## src/rtl/mc_ctrl_pkg.sv

```systemverilog
// Shared encodings for the multi-cycle RV32I control sequencer: opcodes, immediate
// types (matching imm_gen), ALU/writeback/PC mux codes, instruction classes, FSM states.
package mc_ctrl_pkg;

    localparam logic [6:0] OPC_LUI    = 7'b0110111;
    localparam logic [6:0] OPC_AUIPC  = 7'b0010111;
    localparam logic [6:0] OPC_JAL    = 7'b1101111;
    localparam logic [6:0] OPC_JALR   = 7'b1100111;
    localparam logic [6:0] OPC_BRANCH = 7'b1100011;
    localparam logic [6:0] OPC_LOAD   = 7'b0000011;
    localparam logic [6:0] OPC_STORE  = 7'b0100011;
    localparam logic [6:0] OPC_OPIMM  = 7'b0010011;
    localparam logic [6:0] OPC_OP     = 7'b0110011;
    localparam logic [6:0] OPC_FENCE  = 7'b0001111;
    localparam logic [6:0] OPC_SYSTEM = 7'b1110011;

    localparam logic [2:0] IMM_NONE = 3'd0;
    localparam logic [2:0] IMM_J    = 3'd1;
    localparam logic [2:0] IMM_U    = 3'd2;
    localparam logic [2:0] IMM_S    = 3'd3;
    localparam logic [2:0] IMM_B    = 3'd4;
    localparam logic [2:0] IMM_I    = 3'd5;

    localparam logic [1:0] ALU_ADD   = 2'd0;
    localparam logic [1:0] ALU_FUNCT = 2'd1;
    localparam logic [1:0] ALU_CMP   = 2'd2;
    localparam logic [1:0] ALU_PASS  = 2'd3;

    localparam logic [1:0] WB_ALU = 2'd0;
    localparam logic [1:0] WB_MEM = 2'd1;
    localparam logic [1:0] WB_PC4 = 2'd2;

    localparam logic [1:0] PC_PLUS4 = 2'd0;
    localparam logic [1:0] PC_REL   = 2'd1;
    localparam logic [1:0] PC_JALR  = 2'd2;

    typedef enum logic [3:0] {
        CL_OP,
        CL_OPIMM,
        CL_LOAD,
        CL_STORE,
        CL_BRANCH,
        CL_LUI,
        CL_AUIPC,
        CL_JAL,
        CL_JALR,
        CL_FENCE,
        CL_SYSTEM,
        CL_ILLEGAL
    } op_class_t;

    typedef enum logic [2:0] {
        S_RST,
        S_FETCH,
        S_DECODE,
        S_EXEC,
        S_MEM,
        S_WB,
        S_TRAP
    } state_t;

endpackage

```

## src/rtl/mc_ctrl_decode.sv

```systemverilog
// Combinational opcode decoder: opcode -> immediate type, instruction class, legality.
// Every legal opcode ends in 2'b11, so a bad IR[1:0] falls into the illegal default.
module mc_ctrl_decode
    import mc_ctrl_pkg::*;
(
    input  logic [6:0] opcode,
    output logic [2:0] imm_sel,
    output op_class_t  cls,
    output logic       legal
);

    always_comb begin
        imm_sel = IMM_NONE;
        cls     = CL_ILLEGAL;
        legal   = 1'b1;
        case (opcode)
            OPC_LUI:    begin imm_sel = IMM_U; cls = CL_LUI;    end
            OPC_AUIPC:  begin imm_sel = IMM_U; cls = CL_AUIPC;  end
            OPC_JAL:    begin imm_sel = IMM_J; cls = CL_JAL;    end
            OPC_JALR:   begin imm_sel = IMM_I; cls = CL_JALR;   end
            OPC_BRANCH: begin imm_sel = IMM_B; cls = CL_BRANCH; end
            OPC_LOAD:   begin imm_sel = IMM_I; cls = CL_LOAD;   end
            OPC_STORE:  begin imm_sel = IMM_S; cls = CL_STORE;  end
            OPC_OPIMM:  begin imm_sel = IMM_I; cls = CL_OPIMM;  end
            OPC_OP:     cls = CL_OP;
            OPC_FENCE:  cls = CL_FENCE;
            OPC_SYSTEM: cls = CL_SYSTEM;
            default:    legal = 1'b0;
        endcase
    end

endmodule

```

## src/rtl/mc_ctrl.sv

```systemverilog
// mc_ctrl: multi-cycle RV32I control sequencer (IR, FSM, memory handshakes, retire count).
// Define MC_CTRL_MEM_TIMEOUT_EN to add a memory wait timeout that traps with bus_err_o.
module mc_ctrl
    import mc_ctrl_pkg::*;
#(
    parameter int MEM_TIMEOUT = 255,
    parameter int XLEN        = 32
) (
    input  logic            clk_i,
    input  logic            rst_i,
    output logic            imem_req_o,
    input  logic            imem_ack_i,
    input  logic [XLEN-1:0] instr_w_i,
    output logic [XLEN-1:0] instr_r_o,
    output logic [2:0]      imm_sel_o,
    output logic [1:0]      alu_op_o,
    output logic            alu_a_sel_o,
    output logic            alu_b_sel_o,
    input  logic            branch_taken_i,
    output logic            dmem_req_o,
    output logic            dmem_we_o,
    input  logic            dmem_ack_i,
    output logic            rf_we_o,
    output logic [1:0]      wb_sel_o,
    output logic            pc_we_o,
    output logic [1:0]      pc_sel_o,
    output logic            halted_o,
    output logic            illegal_o,
`ifdef MC_CTRL_MEM_TIMEOUT_EN
    output logic            bus_err_o,
`endif
    output logic [31:0]     instret_o
);

    state_t     state;
    logic [6:0] dec_opc;
    logic [2:0] dec_imm;
    op_class_t  dec_cls;
    logic       dec_legal;
    logic       rd_nz;
    logic       retire;

    // In FETCH the decoder looks at the incoming word so imm_sel is ready in DECODE.
    assign dec_opc = (state == S_FETCH) ? instr_w_i[6:0] : instr_r_o[6:0];
    assign rd_nz   = |instr_r_o[11:7];

    mc_ctrl_decode u_decode (
        .opcode  (dec_opc),
        .imm_sel (dec_imm),
        .cls     (dec_cls),
        .legal   (dec_legal)
    );

`ifdef MC_CTRL_MEM_TIMEOUT_EN
    localparam int TO_RAW = $clog2(MEM_TIMEOUT + 1);
    localparam int TO_W   = (TO_RAW < 8) ? 8 : ((TO_RAW > 32) ? 32 : TO_RAW);

    logic [TO_W-1:0] wait_cnt;
    logic            wait_expired;

    assign wait_expired = (wait_cnt == TO_W'(MEM_TIMEOUT - 1));
`endif

    // PC write and select follow the live branch/ack inputs; the PC update cycle is
    // exactly the retiring cycle of every instruction.
    always_comb begin
        pc_we_o  = 1'b0;
        pc_sel_o = PC_PLUS4;
        case (state)
            S_EXEC: begin
                if (dec_cls == CL_BRANCH) begin
                    pc_we_o  = 1'b1;
                    pc_sel_o = branch_taken_i ? PC_REL : PC_PLUS4;
                end
            end
            S_MEM: begin
                if (dec_cls == CL_STORE && dmem_ack_i) begin
                    pc_we_o = 1'b1;
                end
            end
            S_WB: begin
                pc_we_o = 1'b1;
                if (dec_cls == CL_JAL) begin
                    pc_sel_o = PC_REL;
                end else if (dec_cls == CL_JALR) begin
                    pc_sel_o = PC_JALR;
                end
            end
            default: ;
        endcase
    end

    assign retire = pc_we_o;

    always_ff @(posedge clk_i or posedge rst_i) begin
        if (rst_i) begin
            state       <= S_RST;
            instr_r_o   <= '0;
            imem_req_o  <= 1'b0;
            imm_sel_o   <= IMM_NONE;
            alu_op_o    <= ALU_ADD;
            alu_a_sel_o <= 1'b0;
            alu_b_sel_o <= 1'b0;
            dmem_req_o  <= 1'b0;
            dmem_we_o   <= 1'b0;
            rf_we_o     <= 1'b0;
            wb_sel_o    <= WB_ALU;
            halted_o    <= 1'b0;
            illegal_o   <= 1'b0;
            instret_o   <= '0;
`ifdef MC_CTRL_MEM_TIMEOUT_EN
            wait_cnt    <= '0;
            bus_err_o   <= 1'b0;
`endif
        end else begin
            case (state)
                S_RST: begin
                    state      <= S_FETCH;
                    imem_req_o <= 1'b1;
`ifdef MC_CTRL_MEM_TIMEOUT_EN
                    wait_cnt   <= '0;
`endif
                end
                S_FETCH: begin
                    if (imem_ack_i) begin
                        instr_r_o  <= instr_w_i;
                        imem_req_o <= 1'b0;
                        imm_sel_o  <= dec_imm;
                        state      <= S_DECODE;
                    end
`ifdef MC_CTRL_MEM_TIMEOUT_EN
                    else if (wait_expired) begin
                        imem_req_o <= 1'b0;
                        halted_o   <= 1'b1;
                        bus_err_o  <= 1'b1;
                        state      <= S_TRAP;
                    end else begin
                        wait_cnt <= wait_cnt + 1'b1;
                    end
`endif
                end
                S_DECODE: begin
                    if (!dec_legal || dec_cls == CL_SYSTEM) begin
                        imm_sel_o <= IMM_NONE;
                        halted_o  <= 1'b1;
                        illegal_o <= !dec_legal;
                        state     <= S_TRAP;
                    end else begin
                        state <= S_EXEC;
                        case (dec_cls)
                            CL_BRANCH: alu_op_o <= ALU_CMP;
                            CL_LOAD, CL_STORE, CL_JALR: begin
                                alu_op_o    <= ALU_ADD;
                                alu_b_sel_o <= 1'b1;
                            end
                            CL_OP: alu_op_o <= ALU_FUNCT;
                            CL_OPIMM: begin
                                alu_op_o    <= ALU_FUNCT;
                                alu_b_sel_o <= 1'b1;
                            end
                            CL_LUI: begin
                                alu_op_o    <= ALU_PASS;
                                alu_b_sel_o <= 1'b1;
                            end
                            CL_AUIPC: begin
                                alu_op_o    <= ALU_ADD;
                                alu_a_sel_o <= 1'b1;
                                alu_b_sel_o <= 1'b1;
                            end
                            default: ;
                        endcase
                    end
                end
                S_EXEC: begin
                    case (dec_cls)
                        CL_BRANCH: ;
                        CL_LOAD, CL_STORE: begin
                            dmem_req_o <= 1'b1;
                            dmem_we_o  <= (dec_cls == CL_STORE);
                            state      <= S_MEM;
`ifdef MC_CTRL_MEM_TIMEOUT_EN
                            wait_cnt   <= '0;
`endif
                        end
                        default: begin
                            rf_we_o  <= rd_nz && (dec_cls != CL_FENCE);
                            wb_sel_o <= (dec_cls == CL_JAL || dec_cls == CL_JALR) ? WB_PC4 : WB_ALU;
                            state    <= S_WB;
                        end
                    endcase
                end
                S_MEM: begin
                    if (dmem_ack_i) begin
                        dmem_req_o <= 1'b0;
                        dmem_we_o  <= 1'b0;
                        if (dec_cls == CL_LOAD) begin
                            rf_we_o  <= rd_nz;
                            wb_sel_o <= WB_MEM;
                            state    <= S_WB;
                        end
                    end
`ifdef MC_CTRL_MEM_TIMEOUT_EN
                    else if (wait_expired) begin
                        dmem_req_o <= 1'b0;
                        dmem_we_o  <= 1'b0;
                        halted_o   <= 1'b1;
                        bus_err_o  <= 1'b1;
                        state      <= S_TRAP;
                    end else begin
                        wait_cnt <= wait_cnt + 1'b1;
                    end
`endif
                end
                S_WB: ;
                S_TRAP: ;
                default: state <= S_TRAP;
            endcase

            // Retiring cycle: count it and start the next fetch with clean controls.
            if (retire) begin
                instret_o   <= instret_o + 32'd1;
                state       <= S_FETCH;
                imem_req_o  <= 1'b1;
                imm_sel_o   <= IMM_NONE;
                alu_op_o    <= ALU_ADD;
                alu_a_sel_o <= 1'b0;
                alu_b_sel_o <= 1'b0;
                rf_we_o     <= 1'b0;
                wb_sel_o    <= WB_ALU;
`ifdef MC_CTRL_MEM_TIMEOUT_EN
                wait_cnt    <= '0;
`endif
            end
        end
    end

endmodule

```

## config.mk

```make
export PLATFORM = sky130hd
export DESIGN_NAME = mc_ctrl
export DESIGN_NICKNAME = d
export VERILOG_FILES = /design/src/rtl/mc_ctrl_pkg.sv /design/src/rtl/mc_ctrl_decode.sv /design/src/rtl/mc_ctrl.sv
export SDC_FILE = /design/constraint.sdc
export NUM_CORES = 1
export LEC_CHECK = 0
export CORE_UTILIZATION = 52
export CTS_BUF_LIST = sky130_fd_sc_hd__clkbuf_8 sky130_fd_sc_hd__clkbuf_16
export DETAILED_ROUTE_END_ITERATION = 12
export PLACE_DENSITY = 0.86
export SYNTH_ARGS = -nofsm -noshare
export SYNTH_HDL_FRONTEND = slang
export SYNTH_SLANG_ARGS = --single-unit
```

## constraint.sdc

```tcl
create_clock -name clk_i -period 8.2 [get_ports clk_i]
set_input_delay 2.05 -clock clk_i [delete_from_list [all_inputs] [get_ports clk_i]]
set_output_delay 2.05 -clock clk_i [all_outputs]
set_load 0.05 [all_outputs]
```

==> results of run 1 <==
-- power by group through the flow --
| stage | clock network (mW) | logic (mW) | registers [mW] |
|---|---|---|---|
| final | 0.266 | 0.0326 | 0.404 |
| after global routing | 0.289 | 0.0360 | 0.404 |
| after CTS | 0.273 | 0.0330 | 0.404 |
| after detailed placement | 0 | 0.0330 | 0.412 |
| after global placement | 0 | 0.0321 | 0.412 |
| after floorplan | 0 | 0.0113 | 0.412 |
-- cells in the final DEF, fill, tap and decap left out, types with 10 or more instances in the layout --
master,Yosys,final
clkdlybuf4s50_1,0,118
dfrtp_1,82,82
nand2_1,43,43
mux2_2,33,33
nor2_1,26,26
xor2_1,17,17
xnor2_1,16,16
a21oi_1,14,14
o21ai_0,14,14
nor3_1,12,12
nand3_1,12,12
inv_1,10,10
-- critical path, stage by stage --
cell and delay [ps]:
clkdlybuf4s50_1 540, or4bb_1 500, nor4_1 300, o31a_2 250
or2_2 320, clkdlybuf4s50_1 860
-- routing by layer --
metal / vias up / wire length (um) / part of all wire [%]
met4: 0 / 199 / 1.8
met5: - / 0 / 0
li1: 1651 / - / -
met2: 178 / 5430 / 49
met1: 1737 / 4670 / 42
met3: 22 / 825 / 7.4
-- layout make-up --
cell class	count	area [um2]	area share, %
Clock buffer	9	124	2.18
Clock inverter	7	53.8	0.947
Inverter	10	38.8	0.682
Multi-Input combinational cell	294	2080	36.7
Sequential cell	82	2050	36.1
Tap cell	102	128	2.25
Timing Repair Buffer	121	1200	21.2
-- registers in the layout (all words and copies together), names as in the netlist --
signal       flops
alu_a_sel_o      1
alu_b_sel_o      1
alu_op_o         2
dmem_req_o       1
dmem_we_o        1
halted_o         1
illegal_o        1
imem_req_o       1
imm_sel_o        3
instr_r_o       32
instret_o       32
rf_we_o          1
state            3
wb_sel_o         2
-- kinds of logic (layout without fill, tap and decap cells) --
logic type,after synthesis,in the layout,share of synthesized area (%)
DFF,82,82,47.6
and+or+nand+nor,153,153,19.6
adders and majority gates,1,1,0.290
buffers and inverters,29,147,4.21
AOI/OAI and AO/OA,63,63,10.1
xor gates and xnor gates,33,33,6.70
muxes,44,44,11.6
-- metrics by stage --
stage | cell area (um2) | setup slack [ps] | utilization [%] | hold slack (ps)
2_1_floorplan | 4310 | 2470 | - | 578
3_3_place_gp | 5510 | 1430 | 69.8 | 442
3_5_place_dp | 5510 | 1380 | 69.8 | 456
4_1_cts | 5680 | 1380 | 72.1 | 475
5_1_grt | 5680 | 1210 | 72.1 | 497
6_report | 5680 | 1330 | 72.1 | 470
-- how the worst min path moves through the flow --
stage,end,cells after the start,startpoint
floorplan,state[1],2,state[2]
global placement,halted_o,1,halted_o
detailed placement,halted_o,1,halted_o
CTS,halted_o,1,halted_o
global route,instret_o[31],1,instret_o[31]
finish,halted_o,1,halted_o
==> metrics.md, run 1 <==
| Metric | Value |
|---|---|
| CTS H-Tree Depth | 3 |
| Initial antenna violation count | 0 |
| Kind of end point of the critical path | output port |
| Post-synthesis cell count | 405 |
| Most frequent cells after synthesis | dfrtp_1, nand2_1, mux2_2, nor2_1, xor2_1 |
| Period utilization | between 80% and 90% |
| Total power of the final layout | 0.702 mW |
| Routed Antenna Nets | 0 |
| Die Y-Extent | slightly above 90 um |
| Setup Total Neg Slack | 0 ps |
| Switching component of the power | 0.169 mW |
| Outcome | finished clean |
| Net count of the finished layout | about 560 |
| Average instance area after synthesis | 10.6 um2 |
| Number of warnings reported in the yosys synthesis log | 0 |
| Net Sw Frac | about a quarter |
| Post-synth EDFFs | 0 |
| Clock slew at the register clock pins of the worst setup and hold paths | 90 ps |
| Register bit count reported by yosys | 82 |
| Largest net degree at the start of global routing | 83 |
| Req. time, crit path | around 6200 ps |
| Flip-flop cell with the highest count after synthesis | dfrtp_1 |
| Global-route wire length before repair | 17700 um |
| Syn Nets | between 400 and 500 |
| Critical register-to-register path startpoint | state[0] |
| Met2 usage | 43.5% |
| Master cell of the clock root buffer | clkbuf_8 |
| Setup Crit Path Kind | in2out |
| Maximum fanout along the worst path | 15 |
| Part of the power in combinational logic | 4.6% |
| Number of instances resized during post-cts repair | 0 |
| Final HPWL from detailed placement | 8120 um |
| Initial detailed-routing violation count | 170 |
| Share of flip-flops with an asynchronous set or reset | 100% |
| # IOs | 119 |
| Cells on worst reg2reg path | 8 |
| Total inserted antenna cells | 0 |
| Area share of the largest cell type after synthesis | 47.6% |
| Count of buffers from port buffering | 118 |
| Yosys top cell by area | dfrtp_1 |
| Filler Cells Inserted | 577 |
| Standard cell core area | 7890 um2 |
| Final Non-Filler Cells | 625 |
| Worst endpoint data arrival time | 4820 ps |
| Final hold viol count | 0 |
| Class of the tightest hold or removal check | reg2reg |
| Die width | 93.1 um |
| Top cells by area in the synthesized netlist | dfrtp_1, mux2_2, nand2_1, xor2_1, xnor2_1 |
| Number of search-and-repair iterations in the first detailed-routing pass | 6 |
| Worst Skew | around 13 ps |
| Category of the worst setup path launch point | input port |
| Placed Cells incl. Taps | 609 |
| Rows | 32 |
| Layer with the highest usage after global routing | met2 |
| Remaining Overflow, GRT | 0 |
| Capturing instance or port of the critical path | pc_we_o |
| Via count of the first global-routing pass | 3446 |
| Part of the power in the clock network | a little under two fifths |
| Capturing point of the worst reg2reg path | rf_we_o |
| Library cells used by synthesis | 69 |
| Worst IR drop on VDD | 0.103 mV |
| Share of cells above drive strength 1 | between 15 and 20% |
| Transition at the pin with the smallest max-transition slack | 993 ps |
| Global Route Usage Sum | between 20% and 30% |
| Clock Latency Late Sink | 350 ps |
| Sink Count | 82 |
| Leading cell type by number of instances after synthesis | dfrtp_1 |
| Number of violations of the max-capacitance limit | 0 |
| Tmin final | 6870 ps |
| Routing usage on met3 | 6.50% |
| Routed wire length | 11100 um |
| Final number of setup-violating endpoints | 0 |
| Total die area | 8660 um2 |
| Vias per cell | 5.74 |
| Number of pins with negative max-slew slack in the final report | 0 |
| Inserted Clock Buffers | 9 |
| Cell leakage power | 2.48 nW |
| Post-route DRC violation count | 0 |
| RSZ-0062 raised after global routing | false |
| Relative contribution of sequential cells to total power | around 57% |
| Number of hold buffers added after cts | 0 |
| Met1 capacity usage during global routing | 35.0% |
| Area growth from synthesis to final layout | 31.8% |
| Max clock buf depth | 2 |
| Cell area after technology mapping | 4310 um2 |
| Max Freq | approximately 0.15 GHz |
| Seq/Total Area, Yosys | 47.6% |
| Vias | 3588 |
| Setup Buffers After CTS | 0 |
| Starting density of the core | 54.7% |
| Cell internal power dissipation | 0.533 mW |
| Relative slew margins | about a third |
| Mean routed wirelength per cell | 17.8 um |
| Global placer's final weighted congestion | 0.901 |
| Clock tree from TritonCTS | done |
| Pwr dens | approximately 120 nW/um2 |
| CP startpoint | dmem_ack_i |
| R2r setup slk | 5060 ps |
(Power assumes the default switching activity.)
==> inputs of run 2 (changes only) <==
--- a/config.mk
+++ b/config.mk
@@ -5,10 +5,10 @@
 export SDC_FILE = /design/constraint.sdc
 export NUM_CORES = 1
 export LEC_CHECK = 0
-export CORE_UTILIZATION = 52
+export CORE_UTILIZATION = 49
 export CTS_BUF_LIST = sky130_fd_sc_hd__clkbuf_8 sky130_fd_sc_hd__clkbuf_16
 export DETAILED_ROUTE_END_ITERATION = 12
-export PLACE_DENSITY = 0.86
+export PLACE_DENSITY = 0.81
 export SYNTH_ARGS = -nofsm -noshare
 export SYNTH_HDL_FRONTEND = slang
 export SYNTH_SLANG_ARGS = --single-unit
==> constraint.sdc (replaced) <==
create_clock -name clk_i -period 6.7 [get_ports clk_i]
set_input_delay 1.675 -clock clk_i [delete_from_list [all_inputs] [get_ports clk_i]]
set_output_delay 1.675 -clock clk_i [all_outputs]
set_load 0.05 [all_outputs]
==> run 2 against run 1 <==
  * Routed wire length shrank 2.0%
  * First-iteration DRC count grew 4.7%
  * Global-route usage shrank 1.5 points
  * Combinational power grew 23%
  * Utilization shrank 3.4 points
  * Worst setup slack lost 720 ps
  * Sequential share of layout area shrank 0.46 points
  * Critical path type unchanged
  * Critical endpoint unchanged
  * Largest power group unchanged
==> metrics.md, run 2 (synthesis gave the netlist of run 1 again) <==
| Metric | Value |
|---|---|
| Routed wire length | 10900 um |
| Transition at the pin with the smallest max-transition slack | a little over 1000 ps |
| Total die area | 9180 um2 |
| Die Y-Extent | 95.8 um |
| Inserted Clock Buffers | 9 |
| Number of violations of the max-capacitance limit | 0 |
| Initial detailed-routing violation count | 178 |
| Kind of end point of the critical path | output port |
| Number of hold buffers added after cts | 0 |
| Total power of the final layout | 0.969 mW |
| Outcome | finished clean |
| Setup Total Neg Slack | 0 ps |
| Most common cell after layout, fill and taps aside | clkdlybuf4s50_1 |
| CTS H-Tree Depth | 3 |
| Top Registers | instr_r_o: 32 flops, instret_o: 32 flops |
| Global Route Usage Sum | roughly 25% |
| Global-route wire length before repair | approximately 18000 um |
| Post-route DRC violation count | 0 |
| # IOs | 119 |
| Tmin final | roughly 6100 ps |
| Worst Skew | roughly 7.3 ps |
| Final HPWL from detailed placement | 8030 um |
| Clock tree from TritonCTS | done |
| Class of the tightest hold or removal check | reg2reg |
| Max clock buf depth | 2 |
| Mean routed wirelength per cell | 17.4 um |
| Net count of the finished layout | 557 |
| Clock slew at the register clock pins of the worst setup and hold paths | 90 ps |
| Period utilization | approximately nine tenths |
| Largest net degree at the start of global routing | 83 |
| Master cell of the clock root buffer | clkbuf_8 |
| Category of the worst setup path launch point | input port |
| R2r setup slk | 3680 ps |
| Setup WS post-layout | approximately 600 ps |
| Setup Buffers After CTS | 0 |
| Initial antenna violation count | 0 |
| Number of instances resized during post-cts repair | 0 |
| Routed Antenna Nets | 0 |
| Top library cells by usage in the layout, fill and taps aside | clkdlybuf4s50_1, dfrtp_1, nand2_1 |
| Sink Count | between 80 and 90 |
| Number of search-and-repair iterations in the first detailed-routing pass | 5 |
| Max Freq | 0.164 GHz |
| Total inserted antenna cells | 0 |
| Vias per cell | about 5.6 |
| Filler Cells Inserted | approximately 660 |
| Cell leakage power | 2.52 nW |
| Req. time, crit path | between 5000 and 6000 ps |
| Post-placement setup slack | between 600 and 700 ps |
| Pwr dens | 168 nW/um2 |
| Vias | 3529 |
| Area growth from synthesis to final layout | 33.5% |
| Worst endpoint data arrival time | 4420 ps |
| Via count of the first global-routing pass | approximately 3400 |
| RSZ-0062 raised after global routing | false |
| Worst IR drop on VDD | 0.144 mV |
| Maximum fanout along the worst path | 15 |
| Global placer's final weighted congestion | 0.917 |
| Starting density of the core | 51.5% |
| Setup Crit Path Kind | in2out |
| Final hold viol count | 0 |
| Remaining Overflow, GRT | 0 |
| Rows | 33 |
| Share of cells above drive strength 1 | 15.3% |
| Die width | around 96 um |
| Final number of setup-violating endpoints | 0 |
| Number of pins with negative max-slew slack in the final report | 0 |
| Clock Latency Late Sink | 350 ps |
| Count of buffers from port buffering | ~120 |
| Relative slew margins | 32.9% |
| Standard cell core area | 8380 um2 |
## run 2: changes by cell type in the layout (fill, tap and decap cells not counted)
cell,delta
inv_6,-1
bufinv_16,+3
buf_4,+1
clkinv_4,-1
inv_1,-1
clkinvlp_4,-1
## run 2: final cells by class
cell class | count | area [um2] | area share [%]
inverters | 10 | 38.8 | 0.674
repair buffers | 122 | 1210 | 21.0
clock inverters | 6 | 115 | 2.00
clock buffers | 9 | 124 | 2.15
flip-flops and latches | 82 | 2050 | 35.6
multi-input cells | 294 | 2080 | 36.2
well taps | 105 | 131 | 2.28
## run 2: through the flow
step / utilization [%] / hold slack, ps / cell area (um2) / instances
4_1_cts: 68.7 / 470 / 5760 / 628
6_report: 68.7 / 473 / 5760 / 628
3_3_place_gp: 65.8 / 444 / 5520 / 613
2_1_floorplan: - / 578 / 4310 / 405
3_5_place_dp: 65.8 / 445 / 5520 / 613
5_1_grt: 68.7 / 478 / 5760 / 628
## run 2: power breakdown
group	internal, mW	total (mW)	switching (mW)
combinational	0.0214	0.0400	0.0186
sequential	0.494	0.494	0
clock	0.248	0.435	0.187
## run 2: layer usage
layer / vias to the layer above / share of wire (%) / global-route usage (%)
met1: 1702 / 45 / 34.8
met4: 0 / 2.0 / 8.33
met3: 17 / 6.8 / 5.92
li1: 1652 / - / -
met5: - / 0 / 0
met2: 158 / 46 / 39.1
## run 2: worst paths after layout
path / start / cells past startpoint / endpoint
setup / recovery: instr_w_i[3] / 6 / pc_we_o
hold / removal: halted_o / 1 / halted_o
setup reg to reg: state[1] / 8 / rf_we_o
hold reg to reg: halted_o / 1 / halted_o
max in group asynchronous: rst_i / 3 / dmem_we_o
min in group asynchronous: rst_i / 3 / instret_o[15]
## run 2: worst max-delay path: stages
cell	delay [ps]
clkdlybuf4s50_1	520
or4bb_1	580
nor4_2	210
o31a_2	250
or2_2	310
clkdlybuf4s50_1	860
